$ cat src/rtl/bcd_pkg.sv
// Shared constants and types for the binary-to-BCD converter and its digit correction cell.
package bcd_pkg;

    localparam int BCD_DIGIT_W     = 4;
    localparam int BCD_ADD3_THRESH = 5;

    typedef logic [BCD_DIGIT_W-1:0] bcd_digit_t;

    typedef enum logic {
        IDLE  = 1'b0,
        SHIFT = 1'b1
    } b2b_state_t;

endpackage

$ cat src/rtl/bcd_add3.sv
// Single-digit double-dabble correction: digits of 5 or more get +3 (mod 16) before the shift.
module bcd_add3
    import bcd_pkg::*;
(
    input  bcd_digit_t d_in,
    output bcd_digit_t d_out
);

    assign d_out = (d_in >= bcd_digit_t'(BCD_ADD3_THRESH)) ? d_in + bcd_digit_t'(3) : d_in;

endmodule

$ cat src/rtl/bin_to_bcd.sv
// Sequential shift-and-add-3 binary-to-BCD converter, one input bit per clock.
// Optional leading-zero blanking is enabled by defining BIN_TO_BCD_LEADING_BLANK_EN.
module bin_to_bcd
    import bcd_pkg::*;
#(
    parameter int W      = 16,
    parameter int DIGITS = 5
) (
    input  logic                          clk,
    input  logic                          rst,
    input  logic                          start,
    input  logic [W-1:0]                  bin,
    output logic                          busy,
    output logic                          done,
    output logic [BCD_DIGIT_W*DIGITS-1:0] bcd,
    output logic                          overflow,
    output logic [DIGITS-1:0]             blank
);

    localparam int BCD_W = BCD_DIGIT_W * DIGITS;
    localparam int CNT_W = (W > 1) ? $clog2(W) : 1;
    localparam logic [CNT_W-1:0] LAST_CNT = CNT_W'(W - 1);

    b2b_state_t       state_q, state_d;
    logic [W-1:0]     shift_q, shift_d;
    logic [BCD_W-1:0] scratch_q, scratch_d;
    logic [BCD_W-1:0] adj;
    logic             ovf_scr_q, ovf_scr_d;
    logic [CNT_W-1:0] cnt_q, cnt_d;
    logic [BCD_W-1:0] bcd_q, bcd_d;
    logic             overflow_q, overflow_d;
    logic             done_q, done_d;
    logic             last_shift;

    generate
        for (genvar gi = 0; gi < DIGITS; gi++) begin : g_add3
            bcd_add3 u_add3 (
                .d_in  (scratch_q[gi*BCD_DIGIT_W +: BCD_DIGIT_W]),
                .d_out (adj[gi*BCD_DIGIT_W +: BCD_DIGIT_W])
            );
        end
    endgenerate

    always_comb begin
        state_d    = state_q;
        shift_d    = shift_q;
        scratch_d  = scratch_q;
        ovf_scr_d  = ovf_scr_q;
        cnt_d      = cnt_q;
        bcd_d      = bcd_q;
        overflow_d = overflow_q;
        done_d     = 1'b0;
        last_shift = 1'b0;
        case (state_q)
            IDLE: begin
                if (start) begin
                    state_d   = SHIFT;
                    shift_d   = bin;
                    scratch_d = '0;
                    ovf_scr_d = 1'b0;
                    cnt_d     = '0;
                end
            end
            SHIFT: begin
                // Whatever leaves the top digit is a multiple of 10^DIGITS, hence overflow.
                scratch_d = {adj[BCD_W-2:0], shift_q[W-1]};
                shift_d   = shift_q << 1;
                ovf_scr_d = ovf_scr_q | adj[BCD_W-1];
                cnt_d     = cnt_q + CNT_W'(1);
                if (cnt_q == LAST_CNT) begin
                    last_shift = 1'b1;
                    state_d    = IDLE;
                    bcd_d      = scratch_d;
                    overflow_d = ovf_scr_d;
                    done_d     = 1'b1;
                end
            end
            default: state_d = IDLE;
        endcase
    end

    always_ff @(posedge clk or posedge rst) begin
        if (rst) begin
            state_q    <= IDLE;
            shift_q    <= '0;
            scratch_q  <= '0;
            ovf_scr_q  <= 1'b0;
            cnt_q      <= '0;
            bcd_q      <= '0;
            overflow_q <= 1'b0;
            done_q     <= 1'b0;
        end else begin
            state_q    <= state_d;
            shift_q    <= shift_d;
            scratch_q  <= scratch_d;
            ovf_scr_q  <= ovf_scr_d;
            cnt_q      <= cnt_d;
            bcd_q      <= bcd_d;
            overflow_q <= overflow_d;
            done_q     <= done_d;
        end
    end

`ifdef BIN_TO_BCD_LEADING_BLANK_EN
    // Digit 0 is never blanked so a zero result still shows a single "0".
    localparam logic [DIGITS-1:0] BLANK_RST = ~DIGITS'(1);

    logic [DIGITS-1:0] blank_calc;
    logic [DIGITS-1:0] blank_q, blank_d;

    generate
        for (genvar gi = 0; gi < DIGITS; gi++) begin : g_blank
            if (gi == 0) begin : g_ones
                assign blank_calc[gi] = 1'b0;
            end else begin : g_upper
                assign blank_calc[gi] = ~|scratch_d[BCD_W-1:gi*BCD_DIGIT_W];
            end
        end
    endgenerate

    always_comb begin
        blank_d = blank_q;
        if (last_shift) begin
            blank_d = blank_calc;
        end
    end

    always_ff @(posedge clk or posedge rst) begin
        if (rst) begin
            blank_q <= BLANK_RST;
        end else begin
            blank_q <= blank_d;
        end
    end

    assign blank = blank_q;
`else
    assign blank = '0;
`endif

    assign busy     = (state_q == SHIFT);
    assign done     = done_q;
    assign bcd      = bcd_q;
    assign overflow = overflow_q;

endmodule
$ cat config.mk
export PLATFORM = sky130hd
export DESIGN_NAME = bin_to_bcd
export DESIGN_NICKNAME = d
export VERILOG_FILES = /design/src/rtl/bcd_pkg.sv /design/src/rtl/bcd_add3.sv /design/src/rtl/bin_to_bcd.sv
export SDC_FILE = /design/constraint.sdc
export NUM_CORES = 1
export LEC_CHECK = 0
export ABC_AREA = 1
export BUFFER_PORTS_ARGS = -buffer_cell sky130_fd_sc_hd__buf_2
export CAP_MARGIN = 20
export CORE_MARGIN = 2
export CORE_UTILIZATION = 56
export CTS_CLUSTER_SIZE = 40
export DETAILED_ROUTE_END_ITERATION = 12
export HOLD_SLACK_MARGIN = 0.15
export MAX_ROUTING_LAYER = met4
export PLACE_DENSITY_LB_ADDON = 0.3
export REMOVE_ABC_BUFFERS = 1
export SKIP_CTS_REPAIR_TIMING = 1
export SYNTH_ARGS = -nofsm -noshare
export SYNTH_HDL_FRONTEND = slang
export SYNTH_SLANG_ARGS = --single-unit
$ cat constraint.sdc
create_clock -name clk -period 2.1 [get_ports clk]
set_input_delay 0 -clock clk [delete_from_list [all_inputs] [get_ports clk]]
set_output_delay 0 -clock clk [all_outputs]
set_load 0.01 [all_outputs]
; ---- After elaboration in Yosys (flattened, before gate mapping)
; Index checks and enable logic that the tools add are counted.
; W data, S select, Z words.
[word_totals]
in_bits = 19
wordCells = 42
ff_bits = 64
out_inout_bits = 28
[op_classes]
n_bitwise = 2
reduce_logical = 1
eq_ne = 2
n_lt_le_gt_ge = 5
n_mux = 18
n_addsub = 6
[ops]
columns = operator, count
row1 = $pmux W20 S2, 1
row2 = $pmux W16 S2, 1
row3 = $mux W4, 6
row4 = $add A4 B2 Y4 const B, 5
row5 = $ge A4 B3 Y1 const B, 5
row6 = $mux W20, 1
row7 = $mux W16, 1
row8 = $pmux W4 S2, 1
row9 = $mux W1, 5
row10 = $add A4 B1 Y4 const B, 1
row11 = $eq A4 B4 Y1 const B, 1
row12 = $pmux W1 S2, 2
row13 = $ne A2 B2 Y1 const B, 1
row14 = $reduce_and A2 Y1, 1
row15 = $not A1 Y1, 1
row16 = $or A1 B1 Y1, 1

; ---- Logic depth before layout (Yosys ltp)
; Gate-level depths: netlist of run 1.
[logic_depth]
ltp_word = 4
depth_mapped = 10
ltp_nobuf = 10

; ---- Cells and area by module
; Synthesis of run 1 repeated with hierarchy kept, for this count alone.
[unflattened]
hier_cells = 417
hier_area_um2 = 3246.9
[modules_own_cells]
columns = mod, cells_per_inst, area_per_inst_um2, instances
row1 = bin_to_bcd, 302, 2571.2, 1
row2 = bcd_add3, 23, 135.1, 5

; ---- Worst setup path after synthesis of run 1
; No wires, ideal clock.
[synth_path]
path_kind = flip-flop to flip-flop
startpoint = register scratch_q[4]
endpoint = register scratch_q[8]
n_path_buf = 0
path_stages_with_launch = 8
period_less_slack_ns = 1.335
t_arrival_ns = 1.208
setup_slack_ns = 0.765
setup_ns = 0.126
path_cell_list = dfrtp_1 -> inv_1 -> ha_1 -> inv_1 -> o21ai_0 -> o21ai_0 -> nand2_1 -> o21ai_0
[synth_between]
elab_chain_cells = 3
elab_cells_between_ends = 4
classes_between = add/sub: 1 / order compare: 1 / mux: 2
[synth_rtl]
columns = item, line_no
row1 = start: declaration, bin_to_bcd.sv:26  ; logic [BCD_W-1:0] scratch_q, scratch_d;
row2 = start signal: assignment, bin_to_bcd.sv:95  ; scratch_q <= scratch_d;
row3 = $add A4 B2 Y4 or $ge A4 B3 Y1 (tied branches), bcd_add3.sv:9  ; assign d_out = (d_in >= bcd_digit_t'(BCD_ADD3_THRESH)) ? d_in + bcd_digit_t'(3) : d_in;
row4 = $mux W4 *, bcd_add3.sv:9
row5 = $pmux W20 S2 *, bin_to_bcd.sv:54  ; case (state_q)
; Every way passes the cells marked *; elsewhere a longest branch is shown, timed or not.
; A chain may end at the register's enable or synchronous reset.

; ---- Worst setup path in the final report of run 1
[layout_path]
startpoint = register state_q, in the netlist busy
endpoint = register shift_q[15]
[layout_between]
elab_chain_cells = 2
elab_cells_between_ends = 3
classes_between = eq/ne: 1 / mux: 1 / bitwise: 1
[layout_rtl]
columns = item, line_no
row1 = start: declaration, bin_to_bcd.sv:24  ; b2b_state_t state_q, state_d;
row2 = start signal: assignment, bin_to_bcd.sv:93  ; state_q <= state_d;
row3 = $not A1 Y1, n/a
row4 = $pmux W16 S2 or $ne A2 B2 Y1 (tied branches), n/a
row5 = end signal: assignment, bin_to_bcd.sv:94  ; shift_q <= shift_d;
row6 = end: declaration, bin_to_bcd.sv:25  ; logic [W-1:0] shift_q, shift_d;
; Parallel ways exist; a longest one is shown, timed or not.

==> results of run 1 <==
## through the flow
| stage | setup WS (ns) | instances | area, um^2 | power (mW) | util [%] |
|---|---|---|---|---|---|
| after floorplan | 0.367 | 354 | 2980 | 3.83 | - |
| after CTS | 0.553 | 482 | 3440 | 5.38 | 66.1 |
| after global routing | 0.203 | 501 | 3630 | 5.92 | 69.8 |
| after detailed placement | 0.576 | 469 | 3300 | 4.53 | 63.4 |
| final | 0.325 | 501 | 3630 | 5.40 | 69.8 |
| after global placement | 0.616 | 469 | 3300 | 4.43 | 63.4 |
## path summary, 6_finish.rpt
check                                         start                       end  slack (ns)  depth (start not counted)
worst max-delay path                 busy$_DFF_PP0_   shift_q[15]$_DFFE_PP0P_        0.33                          6
worst min-delay path                            rst   shift_q[10]$_DFFE_PP0P_        0.27                          3
worst max register to register       busy$_DFF_PP0_   shift_q[15]$_DFFE_PP0P_        0.33                          6
worst min register to register  bcd[13]$_DFFE_PP0P_       bcd[13]$_DFFE_PP0P_        0.47                          2
max in group asynchronous                       rst  scratch_q[4]$_DFFE_PP0P_        1.15                          4
min in group clk                             bin[1]    shift_q[1]$_DFFE_PP0P_        0.43                          4
## layout by cell type (no fill, tap or decap)
master and instances:
nand2_1 140, dfrtp_1 64, nand3_1 52, buf_2 41, inv_1 24, o21ai_0 19
dlygate4sd3_1 19, ha_1 11, clkbuf_8 9, nor2_1 6, o22ai_1 6, a21oi_1 5
conb_1 5, o211ai_1 4, buf_4 4, o21ai_1 3, inv_2 3, nand2_4 2
inv_4 2, a22o_1 2, clkbuf_1 2, clkinv_2 2, nor2_8 1, nor3_1 1
a22oi_1 1, a31oi_1 1, o21ai_2 1, nand4_1 1
## routing by layer
metal,vias to the layer above,part of all wire (%),global-route usage [%]
met5,-,0,-
met4,0,2.1,12.6
met3,11,3.3,4.25
met2,55,50,35.1
met1,1253,45,27.8
li1,1301,-,-
## worst reg2reg max path, delay by kind of cell (launching register included)
kind	cells	cell delay (ns)
AOI/OAI and AO/OA	1	0.09
buffers and inverters	3	0.95
DFF	1	0.46
and+or+nand+nor	2	0.22
## flip-flops by register name, summed over array words and instances, names as in the netlist
| signal | cells |
|---|---|
| shift_q | 16 |
| ovf_scr_q | 1 |
| busy | 1 |
| done | 1 |
| overflow | 1 |
| bcd | 20 |
| cnt_q | 4 |
| scratch_q | 20 |
## cells by family (layout without fill, tap and decap cells)
group,count (synthesis),after routing,synth area share (%)
and+or+nand+nor,203,203,28.0
adders and majority gates,11,11,4.48
AOI/OAI and AO/OA,42,42,7.89
DFF,64,64,52.1
other,1,5,0.122
buffers and inverters,45,106,7.40
## power by group
| part | leakage [nW] | switching [mW] | internal (mW) |
|---|---|---|---|
| Clock | 0.0749 | 0.427 | 0.405 |
| Sequential | 0.799 | 0.403 | 1.80 |
| Combinational | 1.07 | 1.46 | 0.901 |
| Total | 1.94 | 2.29 | 3.10 |
## final cells by class
| type | instances | area, um^2 |
|---|---|---|
| sequential | 64 | 1600 |
| fill | 416 | 1570 |
| multi-input combinational | 261 | 1260 |
| timing repair buffer | 64 | 425 |
| clock buffer | 11 | 131 |
| inverter | 29 | 114 |
| tap | 70 | 87.6 |
| clock inverter | 2 | 10.0 |
==> metrics.txt, run 1 <==
Setup crit start kind register; critical path's slowest cell dlygate4sd3_1; TritonCTS clock tree yes; Critical path buffers and inverters 3; ranking of synthesized cells by area dfrtp_1, nand2_1, nand3_1, ha_1, o21ai_0; number of remaining DRC errors 0; Yosys cell types 27; clock buffer depth 2; # diodes 0; core area 0.00520 mm^2; HPWL Detailed 4160 um; WL/cell about 13 um; via count between 2000 and 3000; P&R area growth vs syn 18.1%; IO buf count 41; RSZ-0062 raised after global routing no; clock network latency to the later pin of the worst-skew pair 0.33 ns; global-route wire length before repair 10500 um; Cell Area, Synth roughly 0.003 mm^2; Fmax 0.563 GHz; DRT Pass-1 Iters 5; asr flop ratio synth 100%; post-synth top area cell dfrtp_1; clk_skew 0.00802 ns; number of buffers created by CTS 9; PwrDens 1490 mW/mm^2; worst-margin pin slew 0.536 ns; Max stage delay on crit path 0.57 ns; CP max FO 16; layout cell share with drive strength beyond 1 between 10% and 20%; Starting Density 59.1%; die width between 70 and 80 um; Main synth FF type dfrtp_1; syn_area_per_cell between 8 and 9 um^2; number of synthesized flops with an enable pin 0; htree depth 3; hold slack final 0.268 ns; most used cell, CP nand2_1; post-synth top area share 52.1%; CTS sink cnt 64; Root Buffer clkbuf_8; Initial DRC Count 157; die height about 80 um; Max Cap Violations 0; largest net degree at the start of global routing 31; Tot GR Track Use between 20% and 30%; Die ar. 0.00610 mm^2; Routed Antenna Nets 0; crit path kind register to register; CP Data Required Time around 2.4 ns; status complete, no violations; sequential area share after synthesis 52.1%; top post-synthesis cells by count nand2_1, dfrtp_1, nand3_1; final count of negative-setup-slack endpoints 0; Mapped Cells roughly 370; Crit. End Element register; Clock transition at path regs 0.06 ns; Max IR drop VDD around 0.64 mV; cell breakdown of the critical path inv_4 > nand2_1 > inv_2 > nand2_1 > o211ai_1 > dlygate4sd3_1; antenna violations before repair 0; synth warn 0; RD Place Congestion between 0.8 and 0.9; vias in the first global route 2393; NumNets Final 459; leakage power 1.94 nW; Worst Hold Class input port to asynchronous set/reset pin; post-layout min period 1.77 ns; num ports 47; grt ovf 0; Routed WL 6560 um; drt via density between 5 and 6; Seq cells post-synth 64; cell row count 26; Fin Setup TNS 0 ns; Worst Path Arrival 2.04 ns; Final Hold Viols 0; cell family with most CP delay buffers and inverters; Final period util 84.5%; Max Slew Vio Count 0; most common cell in the netlist nand2_1; relative slew slack ~64%
(Power assumes the default switching activity.)
==> inputs of run 2 (changes only) <==
ABC_AREA = 0   (was 1)
CORE_UTILIZATION = 51   (was 56)
clock period = 1.5 ns   (was 2.1 ns; I/O delays follow)
==> run 2 against run 1 <==
Compared with the run above:
- register-to-register slack worse by 0.31 ns
- final area is 12% higher
- cell count is 7.8% lower
- non-clock buffer count is 22 higher
- sequential share of layout area is 4.8 points lower
- power is 72% higher
- first-iteration DRC count is 37% lower
- hold slack better by 0.0049 ns
- global-route usage is 1.7 points lower
- via count is 8.5% lower
- setup slack worse by 0.31 ns
- clock skew is 0.00091 ns higher
- largest cell class unchanged
- largest power group unchanged
==> metrics.txt, run 2 <==
largest net degree at the start of global routing 65 (was 31); Root Buffer clkbuf_8 (unchanged); # diodes 0 (unchanged); die height 81.3 um (was 78.1 um); syn_area_per_cell 10.1 um^2 (was 8.40 um^2); combinational group share of total power 44.6% (was 43.8%); Switching Share 36.3% (was 42.5%); RSZ-0062 raised after global routing yes (was no); drt via density 5.19 (was 5.23); leakage power 1.95 nW (was 1.94 nW); NetSw 3.36 mW (was 2.29 mW); TritonCTS clock tree yes (unchanged); Max stage delay on crit path 0.43 ns (was 0.57 ns); DRT Pass-1 Iters 4 (was 5); sequential power share 34.0% (was 40.7%); Crit. End Element register (unchanged); final count of negative-setup-slack endpoints 0 (unchanged); Setup crit start kind register (unchanged); CTS sink cnt 64 (unchanged); Clk network pwr share 21.4% (was 15.4%); cell family with most CP delay flip-flops (was buffers and inverters); Fillers 441 (was 416); most frequent cells in the layout dfrtp_1, nand2_1, buf_2 (was nand2_1, dfrtp_1, nand3_1); commonest non-fill, non-tap cell in the layout dfrtp_1 (was nand2_1); met3 WL 189 um (was 219 um); PwrDens 2270 mW/mm^2 (was 1490 mW/mm^2); Routed Antenna Nets 0 (unchanged); Post-Synth Adder-Cell Area 4.52% (was 4.48%); Final period util 99.1% (was 84.5%); cell breakdown of the critical path ha_2 > nand2b_4 > a21oi_4 > mux2_4 > o22ai_1 (was inv_4 > nand2_1 > inv_2 > nand2_1 > o211ai_1 > dlygate4sd3_1); Starting Density 52.0% (was 59.1%); main combinational cell family by area after synthesis compound AO/OA/AOI/OAI gates (was simple AND/OR/NAND/NOR gates); post-synth top area cell dfrtp_1 (unchanged); clock buffer depth 2 (unchanged); total power 9.26 mW (was 5.40 mW); Multi-input gate area 0.00146 mm^2 (was 0.00126 mm^2); RD Place Congestion 0.806 (was 0.875); Post-Synth Simple-Gate Area 12.0% (was 28.0%); top post-synthesis cells by count dfrtp_1, nand2_1, o21ai_0 (was nand2_1, dfrtp_1, nand3_1); Die ar. 0.00660 mm^2 (was 0.00610 mm^2); Seq cells post-synth 64 (unchanged); Routed WL 6500 um (was 6560 um); Worst Path Arrival 1.74 ns (was 2.04 ns); global-route wire length before repair 10100 um (was 10500 um); clk_skew 0.00893 ns (was 0.00802 ns); number of remaining DRC errors 0 (unchanged); hold slack final 0.273 ns (was 0.268 ns); die width 81.3 um (was 78.1 um); Max Used Layer met4 (unchanged); asr flop ratio synth 100% (unchanged); Final Hold Viols 0 (unchanged); antenna violations before repair 0 (unchanged); core area 0.00585 mm^2 (was 0.00520 mm^2); sequential area share after synthesis 52.6% (was 52.1%); most common cell in the netlist dfrtp_1 (was nand2_1); CP max FO 4 (was 16); critical path's slowest cell dfrtp_1 (was dlygate4sd3_1); Max Slew Vio Count 0 (unchanged); via count 2397 (was 2620); Tot GR Track Use 20.8% (was 22.5%); HPWL Detailed 4000 um (was 4160 um); cell row count 28 (was 26); Critical path buffers and inverters 0 (was 3); post-synth top area share 52.6% (was 52.1%); Max IR drop VDD 1.14 mV (was 0.635 mV); number of buffers created by CTS 9 (unchanged); register area 0.00160 mm^2 (unchanged); clock network latency to the later pin of the worst-skew pair 0.34 ns (was 0.33 ns); Clock transition at path regs 0.07 ns (was 0.06 ns); mux contribution to synthesized area 8.75% (was 0%); WL/cell 14.1 um (was 13.1 um); Fmax 0.673 GHz (was 0.563 GHz); Initial DRC Count 99 (was 157); Yosys cell types 35 (was 27); crit path kind register to register (unchanged); number of synthesized flops with an enable pin 0 (unchanged); Post-Synth XOR/XNOR Area 1.44% (was 0%); Worst Hold Class input port to asynchronous set/reset pin (unchanged); CP Data Required Time 1.75 ns (was 2.36 ns); num ports 47 (unchanged); ranking of synthesized cells by area dfrtp_1, o21ai_0, nand2_1, mux2i_1, ha_1 (was dfrtp_1, nand2_1, nand3_1, ha_1, o21ai_0); IO buf count 41 (unchanged); Synth Area in Compound Gates 15.1% (was 7.89%); synth warn 0 (unchanged); cell-internal power 5.91 mW (was 3.10 mW); NumNets Final 412 (was 459); Met2 Wirelength 3230 um (was 3290 um); htree depth 3 (unchanged); status complete, no violations (unchanged); Main synth FF type dfrtp_1 (unchanged); Mapped Cells 301 (was 366); layout cell share with drive strength beyond 1 32.6% (was 15.1%); Met1 Wirelength 2930 um (was 2920 um); Setup WS pre-CTS -0.123 ns (was 0.576 ns); post-layout min period 1.49 ns (was 1.77 ns); vias in the first global route 2246 (was 2393); final worst setup slack 0.0132 ns (was 0.325 ns); grt ovf 0 (unchanged); P&R area growth vs syn 34.0% (was 18.1%); Max Cap Violations 0 (unchanged); Cell Area, Synth 0.00304 mm^2 (was 0.00308 mm^2)
## run 2: changes by cell type after synthesis, moves of 9 or more
| cell | before | now |
|---|---|---|
| mux2i_1 | 0 | 18 |
| nand2_1 | 140 | 52 |
| a21oi_1 | 5 | 15 |
| o21ai_0 | 19 | 42 |
| inv_1 | 25 | 13 |
| nand3_1 | 52 | 2 |
| nor3b_1 | 0 | 9 |
## run 2: layer usage
| layer | vias to the layer above | track usage, % |
|---|---|---|
| li1 | 1191 | - |
| met5 | - | - |
| met3 | 12 | 4.00 |
| met2 | 47 | 32.7 |
| met4 | 0 | 9.83 |
| met1 | 1147 | 25.8 |
## run 2: cell families (layout without fill, tap and decap cells)
kind of cell / after synthesis / count (layout)
compound gates: 81 / 81
buf+inv: 35 / 117
fa+ha+maj: 11 / 11
flops: 64 / 64
other cells: 1 / 5
xor+xnor: 5 / 5
simple gates: 79 / 79
mux: 25 / 25
## run 2: worst reg2reg max path, stage by stage (launching register included)
cell and delay, ns:
dfrtp_1 0.43, ha_2 0.20, nand2b_4 0.15, a21oi_4 0.15
mux2_4 0.32, o22ai_1 0.16
## run 2: path summary, 6_finish.rpt
kind	startpoint	endpoint	slack (ns)	cells past startpoint
min	rst	bcd[9]$_DFFE_PP0P_	0.27	4
min in group clk	bin[0]	shift_q[0]$_DFFE_PP0P_	0.45	4
max reg2reg	scratch_q[16]$_DFFE_PP0P_	scratch_q[18]$_DFFE_PP0P_	0.01	5
max	scratch_q[16]$_DFFE_PP0P_	scratch_q[18]$_DFFE_PP0P_	0.01	5
min reg2reg	bcd[19]$_DFFE_PP0P_	bcd[19]$_DFFE_PP0P_	0.47	2
max in group asynchronous	rst	scratch_q[19]$_DFFE_PP0P_	0.94	4
## run 2: metrics by stage
step | cells | util (%) | setup TNS (ns) | cell area, um^2
after floorplan | 285 | - | -27.77 | 2950
after global placement | 422 | 58.5 | -0.0130 | 3420
after detailed placement | 422 | 58.5 | -0.407 | 3420
after CTS | 438 | 63.1 | -0.663 | 3690
after global routing | 462 | 69.7 | -0.0622 | 4080
final | 462 | 69.7 | 0 | 4080
## run 2: power groups by stage
| stage | sequential [mW] | combinational [mW] | clock, mW |
|---|---|---|---|
| finish | 3.15 | 4.13 | 1.98 |
| global route | 3.26 | 4.63 | 2.11 |
| CTS | 3.07 | 3.43 | 2.02 |
| detailed placement | 3.08 | 3.41 | 0 |
| global placement | 3.04 | 3.25 | 0 |
| floorplan | 3.18 | 2.09 | 0 |
## run 2: cell type report
| type | instances | area share, % |
|---|---|---|
| Sequential cell | 64 | 39.3 |
| Tap cell | 75 | 2.30 |
| Timing Repair Buffer | 86 | 14.7 |
| Inverter | 15 | 1.44 |
| Clock inverter | 5 | 3.13 |
| Multi-Input combinational cell | 206 | 35.7 |
| Clock buffer | 11 | 3.47 |
